File: config.mk
export PLATFORM = sky130hd
export DESIGN_NAME = fragment_blend_fetch
export DESIGN_NICKNAME = d
export VERILOG_FILES = /design/src/rtl/fragment_blend_fetch.sv
export SDC_FILE = /design/constraint.sdc
export NUM_CORES = 1
export LEC_CHECK = 0
export ABC_AREA = 1
export BUFFER_PORTS_ARGS = -buffer_cell sky130_fd_sc_hd__buf_4
export CORE_MARGIN = 1.5
export CORE_UTILIZATION = 47
export CTS_BUF_LIST = sky130_fd_sc_hd__clkbuf_4
export CTS_CLUSTER_DIAMETER = 30
export DETAILED_ROUTE_END_ITERATION = 12
export PLACE_DENSITY = 0.83
export SYNTH_ARGS = -nofsm -noshare
export SYNTH_HDL_FRONTEND = slang
export SYNTH_SLANG_ARGS = --single-unit
File: constraint.sdc
create_clock -name aclk -period 1.4 [get_ports aclk]
set_clock_uncertainty 0.1 [all_clocks]
set_input_delay 0.14 -clock aclk [delete_from_list [all_inputs] [get_ports aclk]]
set_output_delay 0.14 -clock aclk [all_outputs]
set_load 0.005 [all_outputs]
File: src/rtl/fragment_blend_fetch.sv
// Read-modify-write front end for the color blender: issues destination reads,
// aligns source/destination for the blender and writes results back in order.
module fragment_blend_fetch #(
    parameter int SUB_PIXEL_WIDTH = 8,
    parameter int ADDR_WIDTH      = 16,
    parameter int READ_LATENCY    = 1,
    parameter int BLEND_LATENCY   = 1,
    parameter int PIXEL_WIDTH     = 4 * SUB_PIXEL_WIDTH
) (
    input  logic                   aclk,
    input  logic                   reset,
    input  logic                   blend_enable,
    input  logic                   s_frag_tvalid,
    output logic                   s_frag_tready,
    input  logic [ADDR_WIDTH-1:0]  s_frag_taddr,
    input  logic [PIXEL_WIDTH-1:0] s_frag_tcolor,
    input  logic [3:0]             s_frag_tmask,
    output logic                   rd_en,
    output logic [ADDR_WIDTH-1:0]  rd_addr,
    input  logic [PIXEL_WIDTH-1:0] rd_data,
    output logic [PIXEL_WIDTH-1:0] blend_src,
    output logic [PIXEL_WIDTH-1:0] blend_dst,
    input  logic [PIXEL_WIDTH-1:0] blend_color,
    output logic                   wr_en,
    output logic [ADDR_WIDTH-1:0]  wr_addr,
    output logic [PIXEL_WIDTH-1:0] wr_data,
    output logic [3:0]             wr_mask,
    output logic                   idle
);
    localparam int D = READ_LATENCY + BLEND_LATENCY;

    // Stage k holds the fragment accepted k cycles ago (k = 1..D).
    logic                   r_vld   [1:D];
    logic [ADDR_WIDTH-1:0]  r_addr  [1:D];
    logic [PIXEL_WIDTH-1:0] r_color [1:D];
    logic [3:0]             r_mask  [1:D];

    // Output stage doubles as hazard entry D+1; tracked even when the mask is empty.
    logic                   r_out_vld;
    logic                   r_wr_en;
    logic [ADDR_WIDTH-1:0]  r_wr_addr;
    logic [PIXEL_WIDTH-1:0] r_wr_data;
    logic [3:0]             r_wr_mask;

    logic w_hazard;
    logic w_busy;
    logic w_accept;

    always_comb begin
        w_hazard = 1'b0;
        w_busy   = r_out_vld;
        for (int k = 1; k <= D; k++) begin
            if (r_vld[k]) begin
                w_busy = 1'b1;
                if (r_addr[k] == s_frag_taddr) begin
                    w_hazard = 1'b1;
                end
            end
        end
        if (r_out_vld && (r_wr_addr == s_frag_taddr)) begin
            w_hazard = 1'b1;
        end
    end

    assign s_frag_tready = !reset && !(blend_enable && w_hazard);
    assign w_accept      = s_frag_tvalid && s_frag_tready;

    assign rd_en     = w_accept && blend_enable;
    assign rd_addr   = s_frag_taddr;
    assign blend_src = r_color[READ_LATENCY];
    assign blend_dst = rd_data;

    assign wr_en   = r_wr_en;
    assign wr_addr = r_wr_addr;
    assign wr_data = r_wr_data;
    assign wr_mask = r_wr_mask;
    assign idle    = !w_busy;

    always_ff @(posedge aclk) begin
        r_addr[1]  <= s_frag_taddr;
        r_color[1] <= s_frag_tcolor;
        r_mask[1]  <= s_frag_tmask;
        for (int k = 2; k <= D; k++) begin
            r_addr[k]  <= r_addr[k-1];
            r_color[k] <= r_color[k-1];
            r_mask[k]  <= r_mask[k-1];
        end
        if (reset) begin
            for (int k = 1; k <= D; k++) begin
                r_vld[k] <= 1'b0;
            end
            r_out_vld <= 1'b0;
            r_wr_en   <= 1'b0;
            r_wr_addr <= '0;
            r_wr_data <= '0;
            r_wr_mask <= '0;
        end else begin
            r_vld[1] <= w_accept;
            for (int k = 2; k <= D; k++) begin
                r_vld[k] <= r_vld[k-1];
            end
            r_out_vld <= r_vld[D];
            r_wr_en   <= r_vld[D] && (r_mask[D] != 4'b0000);
            r_wr_addr <= r_addr[D];
            r_wr_data <= blend_enable ? blend_color : r_color[D];
            r_wr_mask <= r_mask[D];
        end
    end
endmodule

# == After elaboration in Yosys (flattened, before gate mapping) ==
# Memory sizes are Yosys's and may differ from the RTL's.
# Index checks and enable logic that the tools add are counted.
# op_classes
addsub,0
mul,0
div,0
n_lt_le_gt_ge,0
eq_ne,3
shifts,0
mux,13
bitwise,2
n_reduce_logical,10
# ops
operator,count
== test 16 bit,3
two-way mux 32 bit,1
two-way mux 1 bit,12
logical AND 1 bit,6
nonzero test 4 bit,1
zero test 1 bit,3
bitwise OR 1 bit,2
# word_totals
register_bits,54
latchBits,0
ramBits,106
romBits,0
input_bits,120
output_inout_bits,136
elab_cells,37
mem_count,4
# mem_list
name,words,width,read_ports,rd_clocked_by_memory_dff,write_ports,line,rtl
r_color,2,32,2,0,2,35,logic [PIXEL_WIDTH-1:0] r_color [1:D];
r_addr,2,16,2,0,2,34,logic [ADDR_WIDTH-1:0] r_addr [1:D];
r_mask,2,4,2,0,2,36,logic [3:0] r_mask [1:D];
r_vld,2,1,2,0,2,33,logic r_vld [1:D];

# == Logic depth before layout (Yosys ltp) ==
# Gate-level depths: netlist (run 1).
# logic_depth
depth_word,11
depth_mapped,11
mapped_depth_nobuf,11

# == Worst setup path after synthesis (run 1) ==
# Ideal clock, no wire load.
# synth_path
path_kind,reg2out
startpoint,register r_wr_addr[7] (netlist: wr_addr[7]) (read register of r_addr)
endpoint,output s_frag_tready
t_arrival_ns,1.001
t_required_ns,1.160
slack_ns,0.159
stages_incl_launch_ff,12
path_buffers,0
path_cell_list,dfxtp_1 inv_1 nand2_1 nand2_1 nor2_1 nand2_1 nor2_4 nand3_2 nand3_2 nand2_1 nand2_1 inv_1
# synth_via
elab_chain_cells,6
# synth_rtl
item,line,rtl
start: declaration,41,logic [ADDR_WIDTH-1:0] r_wr_addr;
== test 16 bit,60,if (r_out_vld && (r_wr_addr == s_frag_taddr)) begin
logical AND 1 bit,60,
two-way mux 1 bit,60,
logical AND 1 bit,65,assign s_frag_tready = !reset && !(blend_enable && w_hazard);
zero test 1 bit,65,
logical AND 1 bit,65,
end: declaration,14,"output logic s_frag_tready,"
# Every way passes these cells.

==> results of run 1 <==
==> cell type report <==
type                       count  area, um2  area share
sequential                   160       3230       0.402
timing repair buffer         338       2910       0.362
multi-input combinational    275       1240       0.154
inverter                      61        229      0.0285
tap                          136        170      0.0212
clock inverter                15        135      0.0168
clock buffer                  17        128      0.0159
==> flip-flops by register name (all words and copies together), names as in the netlist <==
register,cells
r_color,64
wr_mask,4
wr_addr,16
wr_en,1
r_mask,8
wr_data,32
r_addr,32
r_out_vld,1
r_vld,2
==> power breakdown <==
part / switching, uW / internal (uW) / leakage (uW)
logic: 548 / 785 / 0.00248
clock network: 1740 / 895 / 0.000133
registers: 144 / 4820 / 0.00135
total: 2430 / 6500 / 0.00397
==> cell usage after synthesis (3+ instances only) <==
library cell	count	area [um2]
buf_4	48	360
clkbuf_1	10	37.5
dfxtp_1	160	3200
inv_1	48	180
inv_2	13	48.8
nand2_1	93	349
nand3_1	4	20.0
nand3_2	3	30.0
nand4_1	5	31.3
nor2_1	110	413
nor2_2	3	18.8
nor3_1	3	15.0
o21ai_0	35	175
o21ai_1	3	15.0
xnor2_1	11	96.3
==> layer usage <==
metal  wire [um]  track usage
met3        1180       0.0766
met5           0            0
met2        9060        0.565
met1        6130        0.304
met4         989        0.207
==> metrics by stage <==
stage	instances	hold slack, ps	area, um2	total power [uW]	setup TNS, ps
3_5_place_dp	860	145	6520	5980	-210
6_report	1002	-169	8040	8930	-1500
4_1_cts	1004	-174	7950	8730	-1650
2_1_floorplan	555	67.7	5040	5410	0
5_1_grt	1002	-177	8040	9220	-2050
3_3_place_gp	860	145	6520	5940	-199
==> cells by family after synthesis <==
logic type	share of synthesized area
AOI/OAI and AO/OA	0.0402
xor gates and xnor gates	0.0209
buffers and inverters	0.125
DFF	0.636
and+or+nand+nor	0.178
==> critical path, delay by kind of cell, from the launching register on <==
family | cells | cell delay, ps
and+or+nand+nor | 8 | 770
DFF | 1 | 340
buffers and inverters | 2 | 160
AOI/OAI and AO/OA | 1 | 50
==> final timing paths <==
kind | slack (ps) | from | to
worst min register to register | 250 | r_color[1][26] | r_color[2][26]
worst max register to register | 10 | r_addr[1][0] | r_vld[1]
worst max-delay path | -710 | r_addr[1][0] | rd_en
worst min-delay path | -170 | reset | r_vld[1]
==> what timing repair did <==
item                                   4_1_cts  5_1_grt
endpoints found under the hold margin      108        1
setup buffers                                3        1
gates cloned                                 0        0
pin swaps                                    1        2
gates resized for setup                     23       47
setup endpoints to repair                   12       29
==> out/metrics.yaml, run 1 <==
outcome:
  violations: "negative hold slack, negative setup slack"
  outcome: "finished with violations"
job:
  cap_violations: 0
power:
  p_per_area_mw_per_mm2: 1110
  cellLeakagePower_uw: 0.00397
  ir_worst_vdd_mv: 0.839
floorplan:
  core_mm2: 0.0104
  die_h_um: 107
  rows: 37
  pin_count: 256
  die_area_mm2: 0.0113
  start_util: 0.486
  die_w_um: 107
grt:
  overflow: 0
  track_usage: 0.308
  grt_pass1_wl_mm: 26.1
  grt_pass1_vias: 5133
  antenna_found_initial: 0
  grt_max_degree: 24
finish:
  nNetsFinal: 973
  fillCellCount: 591
  area_growth_pct: 59.6
  layout_common_cells: "buf_4, dfxtp_1, dlygate4sd3_1, nor2_1, nand2_1"
  mostFrequentLayoutCell: "buf_4"
  final_layout_size_suffix_gt1_frac: 0.358
  final_util: 0.775
  antenna_cells: 0
route:
  dr.first_iter.drc_count: 219
  ant_nets: 0
  routed_wl_mm: 17.4
  drtPass1Iterations: 5
  drc_errors: 0
  vias: 4813
  vias_per_cell: 4.80
  wl_per_cell_um: 17.3
place:
  port_buffers: 191
  hpwl_mm: 9.33
  post-place-ws_ps: -110
  gp_congestion: 0.841
critical_path:
  slowest_stage: "dfxtp_1"
  path_cells: "nand2_1 -> o21ai_1 -> nor2_1 -> nand2_1 -> nor2_2 -> nand2_1 -> nor2_1 -> nor2_1 -> nand4_1 -> inv_1 -> buf_6"
  cp.required_ps: 1160
  cp-start-kind: "register"
  critPathMaxFanout: 3
  end_kind: "output port"
  cpPeakStageDelay_ps: 340
  worst-setup-path-type: "register to output port"
  cp.arrival_ps: 1870
  r2r_cells: 10
clock_network:
  cts_sinks: 160
  cts_root_buf: "clkbuf_4"
  cts_hold_buf: 111
  cts-htree-levels: 4
  clk_pin_slew_ps: 130
  cts.path.max_buffers: 2
  cts_tree: "yes"
  insertion_delay_ps: 570
  cts_buffers: 17
sta:
  rsz0062_at_grt: "yes"
  timing.fmax_ghz: 0.474
  finalWorstSetupSlack_ps: -711
  worstMarginPinSlew_ps: 915
  final_hold_viol_count: 2
  fin_crit_ps: 2110
  finalSetupViolCount: 3
  fin_crit_sh: 1.51
  maxSlewHeadroom: 0.388
  slew_viol_final: 0
  hold_ws_ps: -169
yosys:
  synth-seq-cells: 160
  yosys_warnings: 0
  avgSynthCellArea_um2: 9.08
  netlist_instances: 555
  async_flop_share: 0
  synthDistinctLibCells: 21
  synth_area_mm2: 0.00504
  synth_edf_count: 0
  ys.flop_type: "dfxtp_1"
  yosysSeqAreaShare: 0.636
  synth_nets: 675
hold_path:
  hold_depth: 4
  hold_path_class: "input pin to register"
Note: power is estimated with default switching activity, not from simulation.
==> run 2: changes to the inputs <==
--- a/config.mk
+++ b/config.mk
@@ -7,12 +7,15 @@
 export LEC_CHECK = 0
 export ABC_AREA = 1
 export BUFFER_PORTS_ARGS = -buffer_cell sky130_fd_sc_hd__buf_4
+export CELL_PAD_IN_SITES_DETAIL_PLACEMENT = 0
+export CELL_PAD_IN_SITES_GLOBAL_PLACEMENT = 1
 export CORE_MARGIN = 1.5
-export CORE_UTILIZATION = 47
+export CORE_UTILIZATION = 33
 export CTS_BUF_LIST = sky130_fd_sc_hd__clkbuf_4
 export CTS_CLUSTER_DIAMETER = 30
 export DETAILED_ROUTE_END_ITERATION = 12
-export PLACE_DENSITY = 0.83
+export PLACE_DENSITY = 0.82
+export SLEW_MARGIN = 5
 export SYNTH_ARGS = -nofsm -noshare
 export SYNTH_HDL_FRONTEND = slang
 export SYNTH_SLANG_ARGS = --single-unit
==> run 2 against run 1 <==
Net effect:
- the run still ends with negative hold slack, negative setup slack left
- clock power is 2% lower
- combinational power is 5% lower
- non-clock buffer count is 1 lower
- die area is 41% higher
- first-iteration DRC count is 23% lower
- critical path type unchanged
==> out/metrics.yaml, run 2 (synthesized netlist as in run 1, its figures left out) <==
route:
  vias: 4460
  ant_nets: 0
  vias_per_cell: 4.25
  routed_wl_mm: 14.1
  drtPass1Iterations: 4
  wl_per_cell_um: 13.5
  drc_errors: 0
  dr.first_iter.drc_count: 168
clock_network:
  insertion_delay_ps: 540
  cts_sinks: 160
  cts.path.max_buffers: 2
  cts-htree-levels: 4
  cts_tree: "yes"
  cts_root_buf: "clkbuf_4"
  cts_hold_buf: 97
  cts_buffers: 17
  clk_pin_slew_ps: 130
grt:
  overflow: 0
  grt_max_degree: 26
  track_usage: 0.175
  grt_pass1_wl_mm: 21.8
  grt_pass1_vias: 4523
  antenna_found_initial: 0
sta:
  maxSlewHeadroom: 0.337
  worstMarginPinSlew_ps: 991
  hold_ws_ps: -52.2
  fin_crit_ps: 2060
  fin_crit_sh: 1.47
  finalWorstSetupSlack_ps: -657
  final_hold_viol_count: 1
  rsz0062_at_grt: "yes"
  setup_tns_ps: -1600
  slew_viol_final: 0
  finalSetupViolCount: 7
  timing.fmax_ghz: 0.486
finish:
  regArea_mm2: 0.00324
  area_growth_pct: 61.0
  layout_common_cells: "buf_4, dfxtp_1, nor2_1, dlygate4sd3_1, nand2_1"
  final_util: 0.552
  fillCellCount: 1220
  final_layout_size_suffix_gt1_frac: 0.380
  nNetsFinal: 972
  multi_input_area_mm2: 0.00123
  design_area_mm2: 0.00811
  antenna_cells: 0
  top_register: "r_color"
  mostFrequentLayoutCell: "buf_4"
  largest_reg_flops: 64
critical_path:
  crit_top_cell: "nor2_2"
  cpPeakStageDelay_ps: 350
  cp.arrival_ps: 1820
  critPathMaxFanout: 2
  slowest_stage: "dfxtp_2"
  worst-setup-path-type: "register to output port"
  r2r_cells: 10
  end_kind: "output port"
  cp-start-kind: "register"
  cp.required_ps: 1160
  path_cells: "xor2_1 -> nor2_2 -> nand2_1 -> nor2_2 -> nand2_1 -> nor2_2 -> nor2_2 -> nand4_1 -> inv_1 -> buf_6"
floorplan:
  die_h_um: 127
  die_area_mm2: 0.0160
  rows: 44
  start_util: 0.343
  pin_count: 256
  core_mm2: 0.0147
  die_w_um: 127
place:
  placedInstanceArea_mm2: 0.00666
  port_buffers: 191
  hpwl_mm: 9.18
  gp_congestion: 0.774
power:
  power_uw: 8800
  ir_worst_vdd_mv: 1.01
  cellLeakagePower_uw: 0.00398
  p_per_area_mw_per_mm2: 1080
outcome:
  outcome: "finished with violations"
  violations: "negative hold slack, negative setup slack"
hold_path:
  hold_depth: 5
  hold_path_class: "input pin to register"
job:
  cap_violations: 0
-- run 2: worst max-delay path, delay by kind of cell (launching register included) --
kind | cells | cell delay [ps]
buffers and inverters | 2 | 160
xor gates and xnor gates | 1 | 140
and+or+nand+nor | 7 | 610
DFF | 1 | 350
-- run 2: layout make-up --
class                   instances  share of cell area
flip-flops and latches        160               0.399
repair buffers                337               0.359
multi-input cells             275               0.152
well taps                     184              0.0284
inverters                      61              0.0282
clock buffers                  18              0.0167
clock inverters                14              0.0162
-- run 2: power by group --
part | total (uW) | switching (uW) | internal, uW
Combinational | 1260 | 482 | 781
Clock | 2590 | 1660 | 930
Sequential | 4940 | 122 | 4820
-- run 2: routing by layer --
metal / vias to the layer above / part of all wire / global-route usage
li1: 2232 / - / -
met1: 2020 / 0.39 / 0.183
met2: 169 / 0.50 / 0.312
met3: 39 / 0.080 / 0.0713
met4: 0 / 0.023 / 0.0737
met5: - / 0 / 0
-- run 2: final timing paths --
check | startpoint | endpoint | slack, ps
setup reg to reg | r_addr[1][10] | r_vld[1] | -30
hold reg to reg | r_mask[1][3] | r_mask[2][3] | 230
setup / recovery | r_addr[1][10] | rd_en | -660
hold / removal | blend_enable | r_vld[1] | -50
-- run 2: per-stage QoR --
| stage | std cells | setup WS [ps] |
|---|---|---|
| after floorplan | 555 | 159 |
| after global placement | 917 | -197 |
| after detailed placement | 917 | -164 |
| after CTS | 1046 | -725 |
| after global routing | 1049 | -853 |
| final | 1049 | -657 |
-- run 2: repair_timing --
action,4_1_cts,5_1_grt
pin swaps,8,8
hold endpoints to repair,108,1
setup buffers,0,7
setup endpoints to repair,20,23
gates resized for setup,55,20
==> run 3: changes to the inputs <==
--- a/config.mk
+++ b/config.mk
@@ -14,7 +14,9 @@
 export CTS_BUF_LIST = sky130_fd_sc_hd__clkbuf_4
 export CTS_CLUSTER_DIAMETER = 30
 export DETAILED_ROUTE_END_ITERATION = 12
+export HOLD_SLACK_MARGIN = 0.12
 export PLACE_DENSITY = 0.82
+export RECOVER_POWER = 25
 export SLEW_MARGIN = 5
 export SYNTH_ARGS = -nofsm -noshare
 export SYNTH_HDL_FRONTEND = slang
==> run 3 against run 2 <==
Net effect:
- the flow still finishes with violations (negative hold slack, negative setup slack)
- non-clock buffer count is 65 higher
- setup slack worse by 39 ps
- via count is 9.5% higher
- count of clock-buffer cells in the layout stayed put
- critical endpoint unchanged
- largest power group unchanged
==> out/metrics.yaml, run 3 (synthesized netlist as in run 1, its figures left out) <==
route:
  vias: 4885
  highest_layer: "met4"
  vias_per_cell: 4.38
  drtPass1Iterations: 4
  routed_wl_mm: 16.7
  dr.first_iter.drc_count: 208
  met3_length_mm: 1.26
  ant_nets: 0
  met1_length_mm: 6.42
  wl_per_cell_um: 14.9
  drc_errors: 0
  met2WireLength_mm: 8.41
place:
  gp_congestion: 0.774
  post-place-ws_ps: -164
  placedInstanceArea_mm2: 0.00666
  hpwl_mm: 9.18
  port_buffers: 191
  dp.cells: 917
finish:
  largest_reg_flops: 64
  top_register: "r_color"
  area_growth_pct: 73.6
  design_area_mm2: 0.00874
  layout_common_cells: "buf_4, dlygate4sd3_1, dfxtp_1, nor2_1, nand2_1"
  finalNonFillerCells: 1115
  final_layout_size_suffix_gt1_frac: 0.356
  nNetsFinal: 1037
  mostFrequentLayoutCell: "buf_4"
grt:
  grt_max_degree: 26
  antenna_found_initial: 0
  track_usage: 0.208
  grt_pass1_vias: 5123
  grt_pass1_wl_mm: 25.5
  overflow: 0
sta:
  slew_viol_final: 0
  fin_crit_sh: 1.50
  rsz0062_at_grt: "yes"
  finalWorstSetupSlack_ps: -696
  worstMarginPinSlew_ps: 1000
  fin_crit_ps: 2100
  final_hold_viol_count: 1
  timing.fmax_ghz: 0.477
  maxSlewHeadroom: 0.329
  finalSetupViolCount: 9
  hold_ws_ps: -69.2
clock_network:
  cts_root_buf: "clkbuf_4"
  cts_buffers: 17
  cts.path.max_buffers: 2
  cts_sinks: 160
  cts_tree: "yes"
  cts-htree-levels: 4
  insertion_delay_ps: 560
  clk_pin_slew_ps: 130
  cts_hold_buf: 161
floorplan:
  die_w_um: 127
  pin_count: 256
  start_util: 0.343
  die_area_mm2: 0.0160
  core_mm2: 0.0147
  rows: 44
  die_h_um: 127
critical_path:
  critical_path.top_delay_family: "simple AND/OR/NAND/NOR gates"
  cp-start-kind: "register"
  crit_buf_inv: 2
  cp.required_ps: 1160
  worst-setup-path-type: "register to output port"
  cpPeakStageDelay_ps: 350
  path_cells: "xor2_1 -> nor2_2 -> nand2_1 -> nor2_2 -> nand2_1 -> nor2_2 -> nor2_2 -> nand4_1 -> inv_1 -> buf_6"
  end_kind: "output port"
  path_depth: 10
  crit_top_cell: "nor2_2"
  r2r_cells: 10
  cp.arrival_ps: 1860
  critPathMaxFanout: 2
  slowest_stage: "dfxtp_2"
power:
  ir_worst_vdd_mv: 0.951
  power_uw: 9060
  cellLeakagePower_uw: 0.00426
  p_per_area_mw_per_mm2: 1040
job:
  cap_violations: 0
outcome:
  violations: "negative hold slack, negative setup slack"
  outcome: "finished with violations"
hold_path:
  hold_path_class: "input pin to register"
  hold_depth: 5
## run 3: repair_timing
action                                 in CTS  in global routing
pin swaps                                   8                 11
setup endpoints to repair                  20                 28
endpoints found under the hold margin     108                  1
gates resized for setup                    55                 26
setup buffers                               0                  7
## run 3: worst reg2reg max path: cells and delay by family (launching register included)
kind | cells | cell delay (ps)
xor gates and xnor gates | 1 | 140
buffers and inverters | 1 | 100
DFF | 1 | 350
and+or+nand+nor | 8 | 650
## run 3: layout make-up
class / count / area (um2)
Fill cell: 1129 / 5950
Multi-Input combinational cell: 275 / 1230
Tap cell: 184 / 230
Antenna cell: 1 / 2.50
Sequential cell: 160 / 3240
Clock buffer: 18 / 135
Inverter: 61 / 229
Clock inverter: 14 / 131
Timing Repair Buffer: 402 / 3540
## run 3: worst paths after layout
check / startpoint / to / slack, ps
max: r_addr[1][10] / rd_en / -700
min reg2reg: r_mask[1][3] / r_mask[2][3] / 230
min: reset / r_vld[1] / -70
max reg2reg: r_addr[1][10] / r_vld[1] / -30
## run 3: report_power, final
part	switching (uW)	internal (uW)	leakage, uW
Clock	1720	930	0.000145
Sequential	139	4820	0.00135
Combinational	538	906	0.00276
Total	2400	6660	0.00426
## run 3: stage by stage
step                TNS (ps)  utilization
detailed placement      -366        0.453
global route           -2880        0.595
CTS                    -1690        0.591
finish                 -1830        0.595
floorplan                  0            -
global placement        -454        0.453
## run 3: routing by layer
layer | up-vias | track usage
met2 | 196 | 0.369
met1 | 2276 | 0.223
met5 | - | 0
met4 | 0 | 0.103
li1 | 2358 | -
met3 | 55 | 0.0692
